File: config.mk
export PLATFORM = sky130hd
export DESIGN_NAME = gcd_arbiter
export DESIGN_NICKNAME = d
export VERILOG_FILES = /design/src/rtl/gcd_arbiter.sv
export SDC_FILE = /design/constraint.sdc
export NUM_CORES = 1
export LEC_CHECK = 0
export CAP_MARGIN = 20
export CORE_ASPECT_RATIO = 1.4
export CORE_MARGIN = 2
export CORE_UTILIZATION = 36
export CTS_BUF_LIST = sky130_fd_sc_hd__clkbuf_16
export CTS_CLUSTER_DIAMETER = 120
export DETAILED_ROUTE_END_ITERATION = 12
export MAX_ROUTING_LAYER = met4
export PLACE_DENSITY_LB_ADDON = 0.3
export SLEW_MARGIN = 25
export SYNTH_ARGS = -nofsm -noshare
export SYNTH_HDL_FRONTEND = slang
export SYNTH_SLANG_ARGS = --single-unit
File: constraint.sdc
create_clock -name clk -period 1.6 [get_ports clk]
set_input_delay 0.4 -clock clk [delete_from_list [all_inputs] [get_ports clk]]
set_output_delay 0.4 -clock clk [all_outputs]
set_load 0.01 [all_outputs]
File: src/rtl/gcd_arbiter.sv
`timescale 1ns/1ps
`default_nettype none
// ============================================================================
//  Module      : gcd_arbiter
//  Description : Shares one GCD engine among NREQ requesters. Requests are
//                granted round-robin with one job in flight at a time. The
//                arbiter latches the winner's operands, pulses the engine
//                start, waits for done, then returns the result to the winner
//                with a one-cycle valid pulse.
//  Option      : GCD_ARB_ZERO_BYPASS_EN - when defined, a job with a zero
//                operand is answered directly (x|y) without using the engine.
//  Ports       : clk, clr       clock, synchronous active-high reset
//                req            per-requester request level
//                x_in, y_in     packed operands, requester i at [i*W +: W]
//                gnt            one-hot owner of the current job
//                rsp_vld        one-hot one-cycle result pulse
//                rsp_gcd        result, valid with rsp_vld
//                busy           high whenever the FSM is not idle
//                eng_go         engine start pulse
//                eng_x, eng_y   engine operands (held LAUNCH..WAIT)
//                eng_gcd        engine result
//                eng_done       engine completion pulse
//  Revision    : 1.0 - initial release
// ============================================================================
module gcd_arbiter #(
   parameter int NREQ = 4,
   parameter int W    = 4
) (
   input  logic              clk,
   input  logic              clr,
   input  logic [NREQ-1:0]   req,
   input  logic [NREQ*W-1:0] x_in,
   input  logic [NREQ*W-1:0] y_in,
   output logic [NREQ-1:0]   gnt,
   output logic [NREQ-1:0]   rsp_vld,
   output logic [W-1:0]      rsp_gcd,
   output logic              busy,
   output logic              eng_go,
   output logic [W-1:0]      eng_x,
   output logic [W-1:0]      eng_y,
   input  logic [W-1:0]      eng_gcd,
   input  logic              eng_done
);

   localparam int IW = (NREQ > 1) ? $clog2(NREQ) : 1;

   typedef enum logic [1:0] {
      S_IDLE   = 2'd0,
      S_LAUNCH = 2'd1,
      S_WAIT   = 2'd2,
      S_RESP   = 2'd3
   } state_t;

   state_t          r_state;
   logic [IW-1:0]   r_ptr;
   logic [IW-1:0]   r_idx;

   logic            w_any;
   logic            w_hi_found;
   logic [IW-1:0]   w_hi;
   logic [IW-1:0]   w_lo;
   logic [IW-1:0]   w_win;
   logic [NREQ-1:0] w_win_oh;
   logic [W-1:0]    w_x;
   logic [W-1:0]    w_y;

   // Round-robin pick: the lowest requester at or above the pointer wins;
   // if none, wrap around to the lowest requester overall. The loop runs
   // downward so the last hit written is the lowest index.
   always_comb begin
      w_hi_found = 1'b0;
      w_hi       = '0;
      w_lo       = '0;
      for (int i = NREQ - 1; i >= 0; i--) begin
         if (req[i]) begin
            w_lo = IW'(i);
            if (IW'(i) >= r_ptr) begin
               w_hi_found = 1'b1;
               w_hi       = IW'(i);
            end
         end
      end
   end

   assign w_any    = |req;
   assign w_win    = w_hi_found ? w_hi : w_lo;
   assign w_win_oh = NREQ'(1) << w_win;

   // Winner's operands, selected with constant slices only.
   always_comb begin
      w_x = '0;
      w_y = '0;
      for (int i = 0; i < NREQ; i++) begin
         if (w_win == IW'(i)) begin
            w_x = x_in[i*W +: W];
            w_y = y_in[i*W +: W];
         end
      end
   end

   assign busy = (r_state != S_IDLE);

   always_ff @(posedge clk) begin
      if (clr) begin
         r_state <= S_IDLE;
         r_ptr   <= '0;
         r_idx   <= '0;
         gnt     <= '0;
         rsp_vld <= '0;
         rsp_gcd <= '0;
         eng_go  <= 1'b0;
         eng_x   <= '0;
         eng_y   <= '0;
      end else begin
         // Pulsed outputs default low every cycle.
         eng_go  <= 1'b0;
         rsp_vld <= '0;
         case (r_state)
            S_IDLE: begin
               if (w_any) begin
                  r_idx <= w_win;
                  gnt   <= w_win_oh;
`ifdef GCD_ARB_ZERO_BYPASS_EN
                  // gcd(0,y)=y, gcd(x,0)=x, gcd(0,0)=0: all equal x|y.
                  if ((w_x == '0) || (w_y == '0)) begin
                     rsp_vld <= w_win_oh;
                     rsp_gcd <= w_x | w_y;
                     r_state <= S_RESP;
                  end else
`endif
                  begin
                     eng_go  <= 1'b1;
                     eng_x   <= w_x;
                     eng_y   <= w_y;
                     r_state <= S_LAUNCH;
                  end
               end
            end
            S_LAUNCH: begin
               r_state <= S_WAIT;
            end
            S_WAIT: begin
               // Only a done seen here belongs to the current job.
               if (eng_done) begin
                  eng_x   <= '0;
                  eng_y   <= '0;
                  rsp_vld <= gnt;
                  rsp_gcd <= eng_gcd;
                  r_state <= S_RESP;
               end
            end
            S_RESP: begin
               gnt     <= '0;
               rsp_gcd <= '0;
               r_ptr   <= (r_idx == IW'(NREQ - 1)) ? '0 : r_idx + 1'b1;
               r_state <= S_IDLE;
            end
            default: begin
               r_state <= S_IDLE;
            end
         endcase
      end
   end

endmodule
`default_nettype wire
# After elaboration in Yosys (flattened, before gate mapping)
# Cells that the tools add are included.
# W data, S select, Z words.
dict set report classes {
  shifts 1
  reduce_logical 14
  bitwise 3
  addsub 1
  n_lt_le_gt_ge 4
  mux 43
  n_eq_ne 9
}
# op n
set ops {}
lappend ops {{$mux W4} 13}
lappend ops {{$mux W2} 16}
lappend ops {{$pmux W4 S2} 4}
lappend ops {{$eq A2 B2 Y1 const B} 5}
lappend ops {{$mux W1} 9}
lappend ops {{$pmux W2 S4} 1}
lappend ops {{$reduce_and A2 Y1} 4}
lappend ops {{$reduce_bool A2 Y1} 4}
lappend ops {{$eq A2 B1 Y1 const B} 2}
lappend ops {{$ge A1 B2 Y1 const A} 2}
lappend ops {{$ge A2 B2 Y1 const A} 2}
lappend ops {{$logic_not A2 Y1} 2}
lappend ops {{$ne A2 B2 Y1 const B} 2}
lappend ops {{$reduce_or A4 Y1} 1}
lappend ops {{$shl A1 B2 Y4 const A} 1}
lappend ops {{$not A1 Y1} 3}
lappend ops {{$reduce_and A3 Y1} 1}
lappend ops {{$reduce_or A3 Y1} 1}
lappend ops {{$add A2 B1 Y2 const B} 1}
lappend ops {{$reduce_or A2 Y1} 1}
dict set report totals {
  regBits 27
  inputBits 43
  wordCells 84
  output_inout_bits 22
}

# Logic depth before layout (Yosys ltp)
dict set report depth {
  word_depth 17
  mapped_depth 8
  mapped_depth_nobuf 7
}

# Least setup slack after synthesis
# No wires, ideal clock.
dict set report synth_timing {
  kind {in2reg}
  startpoint {input req[2]}
  endpoint {register eng_x[3]}
  n_path_buf 1
  cell_stages 6
  setup_time_ns 0.133
  t_required_ns 1.467
  arrival_time_ns 1.400
  slack_ns 0.067
  path_cell_list {nor2b_2 nor3b_1 o22a_1 buf_4 mux2i_1 o221ai_1}
}
dict set report synth_via {
  elab_chain_cells 13
  elab_cells_between_ends 27
  cone_classes {eq/ne: 4; mux: 20; reduce/logical: 3}
}
# element line
set synth_lines {}
lappend synth_lines {{start, declared} 31} ;# input logic [NREQ-1:0] req,
lappend synth_lines {{$mux W2 or $mux W1 (tied branches)} 75} ;# if (req[i]) begin
lappend synth_lines {{$mux W2 or $mux W1 (tied branches)} 77} ;# if (IW'(i) >= r_ptr) begin
lappend synth_lines {{$mux W2 or $mux W1 (tied branches)} 75}
lappend synth_lines {{$mux W2 or $mux W1 (tied branches)} 77}
lappend synth_lines {{$mux W2 or $mux W1 (tied branches)} 75}
lappend synth_lines {{$mux W2} 86} ;# assign w_win = w_hi_found ? w_hi : w_lo;
lappend synth_lines {{$logic_not A2 Y1} 94} ;# if (w_win == IW'(i)) begin
lappend synth_lines {{$mux W4 (4 in a row)} 94}
lappend synth_lines {{$mux W4} 120} ;# if (w_any) begin
lappend synth_lines {{$pmux W4 S2} 118} ;# case (r_state)
lappend synth_lines {{end signal, assigned} 133} ;# eng_x <= w_x;
lappend synth_lines {{end, declared} 39} ;# output logic [W-1:0] eng_x,
# Parallel ways exist; a longest one is shown, timed or not. The select of a mux whose other input is x is not followed.
# A chain may end at the register's enable or synchronous reset.

# Final worst setup path
dict set report layout_timing {
  startpoint {register rsp_gcd[3]}
  endpoint {output rsp_gcd[3]}
}
# element line
set layout_lines {}
lappend layout_lines {{start, declared} 36} ;# output logic [W-1:0] rsp_gcd,
lappend layout_lines {{start signal, assigned} 148} ;# rsp_gcd <= eng_gcd;
# No word-level cell between the ends.

==> results.toml <==
[placement]
hpwl_mm = 3.01
gp_congestion = 0.863
port_buffers = 64
dp_cells = 268
dp_slack_ns = -0.586

[setup_path]
cp.arrival_ns = 1.18
critPathKind = "flip-flop to primary output"
cp_max_fo = 3
reg2regPathDepth = 6
cp_cell_sequence = "clkdlybuf4s50_1"
worst_setup_path_end_kind = "primary output"
critPathSlowestCell = "clkdlybuf4s50_1"
crit_cells = 1
critPathMaxStageDelay_ns = 0.55
worst_setup_path_start_kind = "flip-flop"
crit_family = "buffers and inverters"
cp.buffers_inverters = 1
required_ns = 1.20

[synthesis]
synth_top_area_share_pct = 40.1
syn_area_per_cell_um2 = 9.28
ys_warn_count = 0
postSynthCellCount = 145
synth-seq-cells = 27
synth.distinct_cells = 32
ys_seq_area_share_pct = 40.1
netlist_top_cells_area = "dfxtp_1 40%, mux2i_1 15%, nor2_1 5.6%"
synthesis.area_mm2 = 0.00135
syn_nets = 193
yosys.area.top_type = "dfxtp_1"

[cells_and_area]
diodes = 0
n_fill_cell = 306
instances_no_fill = 273
drive_above_1_share_pct = 24.2
syn_to_final_growth_pct = 76.2
nets = 280

[global_route]
grt_pass1_vias = 1601
globalRouteMet3Util_pct = 4.24
grt_max_degree = 17
grt_pass1_wl_mm = 6.83
grtUsageMet1_pct = 18.9
overflow = 0
top_usage_layer = "met2"
grt_usage_pct = 20.5
grt_antenna_before_repair = 0
grt_util_met2_pct = 40.0

[routing]
dr.pass1.iters = 4
wl_per_cell_um = 14.6
dr_total_vias = 1428
wirelength_mm = 3.97
vias_per_cell = 5.23
ant_nets = 0
first_iter_violations = 26
drcViolationCount = 0

[floorplan]
fp.dieW_um = 55.7
placementRows = 26
coreArea_mm2 = 0.00361
initial_core_util_pct = 37.3
dieArea_mm2 = 0.00425
io_pins = 65
fp.dieH_um = 76.4

[clocking]
cts_tree = "built"
cts_buffers = 3
htree_levels = 1
clk_latency_ns = 0.27
clock_path_buffers = 2
clock_sinks = 27
clkTransAtPathRegs_ns = 0.07
root_buffer = "clkbuf_16"

[timing]
setup-violations-final = 0
hold_viol_final = 0
min_period_ns = 1.58
max_freq_ghz = 0.633
max_slew_margin_pct = 73.6
period_share_pct = 98.7
setup_slack_ns = 0.0212
fin_skew_ns = 0.00444
maxSlewViolCount = 0
whs_ns = 0.479
rsz0062_at_grt = "false"
worstMarginPinSlew_ns = 0.397

[hold_path]
hold_depth = 2
worst_hold_path_type = "flip-flop to flip-flop"

[outcome]
status = "finished clean"

[power_and_ir_drop]
ir_drop_mv = 0.672
cellPowerDensity_mw_per_mm2 = 1270
p_leak_uw = 0.00104

[job]
cap_violations = 0
-- report_power, final --
group / switching [uW] / internal (uW)
Combinational: 699 / 785
Clock: 254 / 341
Sequential: 94.7 / 834
-- synthesized netlist by cell type, drive strengths merged --
| library cell | instances |
|---|---|
| a211oi | 1 |
| a21oi | 10 |
| a22oi | 2 |
| a32oi | 2 |
| and2 | 4 |
| buf | 4 |
| clkbuf | 3 |
| dfxtp | 27 |
| ha | 5 |
| inv | 3 |
| mux2i | 20 |
| nand2 | 14 |
| nand2b | 4 |
| nand3 | 2 |
| nand3b | 1 |
| nor2 | 20 |
| nor2b | 4 |
| nor3 | 1 |
| nor3b | 2 |
| nor4 | 1 |
| o21ai | 2 |
| o21bai | 1 |
| o221ai | 8 |
| o22a | 1 |
| o32a | 1 |
| o32ai | 1 |
| or4 | 1 |
-- metal layers --
layer	routed length, um	share of wire (%)
met5	0	0
met4	65	1.6
met3	244	6.1
met2	2240	56
met1	1420	36
-- registers in the layout, indices dropped and copies added (netlist names) --
register  count
r_ptr         2
r_state       2
eng_go        1
eng_y         4
gnt           4
r_idx         2
eng_x         4
rsp_vld       4
rsp_gcd       4
-- cells by family after synthesis --
| kind of cell | count (synthesis) | synth area share (%) |
|---|---|---|
| DFF | 27 | 40.1 |
| AOI/OAI and AO/OA | 29 | 16.4 |
| muxes | 20 | 14.9 |
| and+or+nand+nor | 54 | 19.8 |
| adders and majority gates | 5 | 4.65 |
| buffers and inverters | 10 | 4.18 |
-- tightest hold or removal path: cells and delay by family (launching register included) --
kind	cells	cell delay, ns
flip-flops	1	0.33
AO/OA/AOI/OAI	1	0.06
AND/OR/NAND/NOR	1	0.05
-- layout by cell type, fill, tap and decap left out, types with 3 or more instances in the layout --
cell type / instances
clkdlybuf4s50_1: 53
dfxtp_1: 24
buf_4: 23
nor2_1: 20
mux2i_1: 19
nand2_1: 12
o221ai_1: 8
a21oi_1: 7
dlymetal6s2s_1: 6
and2_1: 4
inv_1: 3
a21oi_2: 3
ha_1: 3
clkbuf_16: 3
buf_2: 3
-- final cells by class --
type	count	area, um^2	area share, %
timing repair buffer	89	846	35.7
clock buffer	3	75.1	3.16
sequential	27	547	23.0
multi-input combinational	108	833	35.1
clock inverter	1	7.51	0.316
tap	42	52.6	2.22
inverter	3	11.3	0.475
-- worst paths after layout --
| kind | from | endpoint | slack, ns |
|---|---|---|---|
| max reg2reg | r_ptr[0] | gnt[2] | 0.06 |
| min | eng_y[3] | eng_y[3] | 0.48 |
| min reg2reg | eng_y[3] | eng_y[3] | 0.48 |
| max | rsp_gcd[3] | rsp_gcd[3] | 0.02 |
-- repair_timing --
item | CTS | global route
gates resized for setup | 27 | 23
pin swaps | 4 | 7
gates cloned | 1 | 0
setup endpoints to repair | 19 | 25
hold buffers | 0 | 0
buffers inserted | 2 | 0
-- metrics by stage --
| stage | cell area, um^2 | setup TNS [ns] | power [uW] | utilization (%) |
|---|---|---|---|---|
| finish | 2370 | 0 | 3010 | 65.7 |
| global route | 2370 | 0 | 3190 | 65.7 |
| CTS | 2370 | -0.0112 | 2980 | 65.5 |
| detailed placement | 2190 | -7.95 | 2310 | 60.6 |
| global placement | 2190 | -6.60 | 2260 | 60.6 |
| floorplan | 1350 | 0 | 1620 | - |
(Power assumes the default switching activity.)
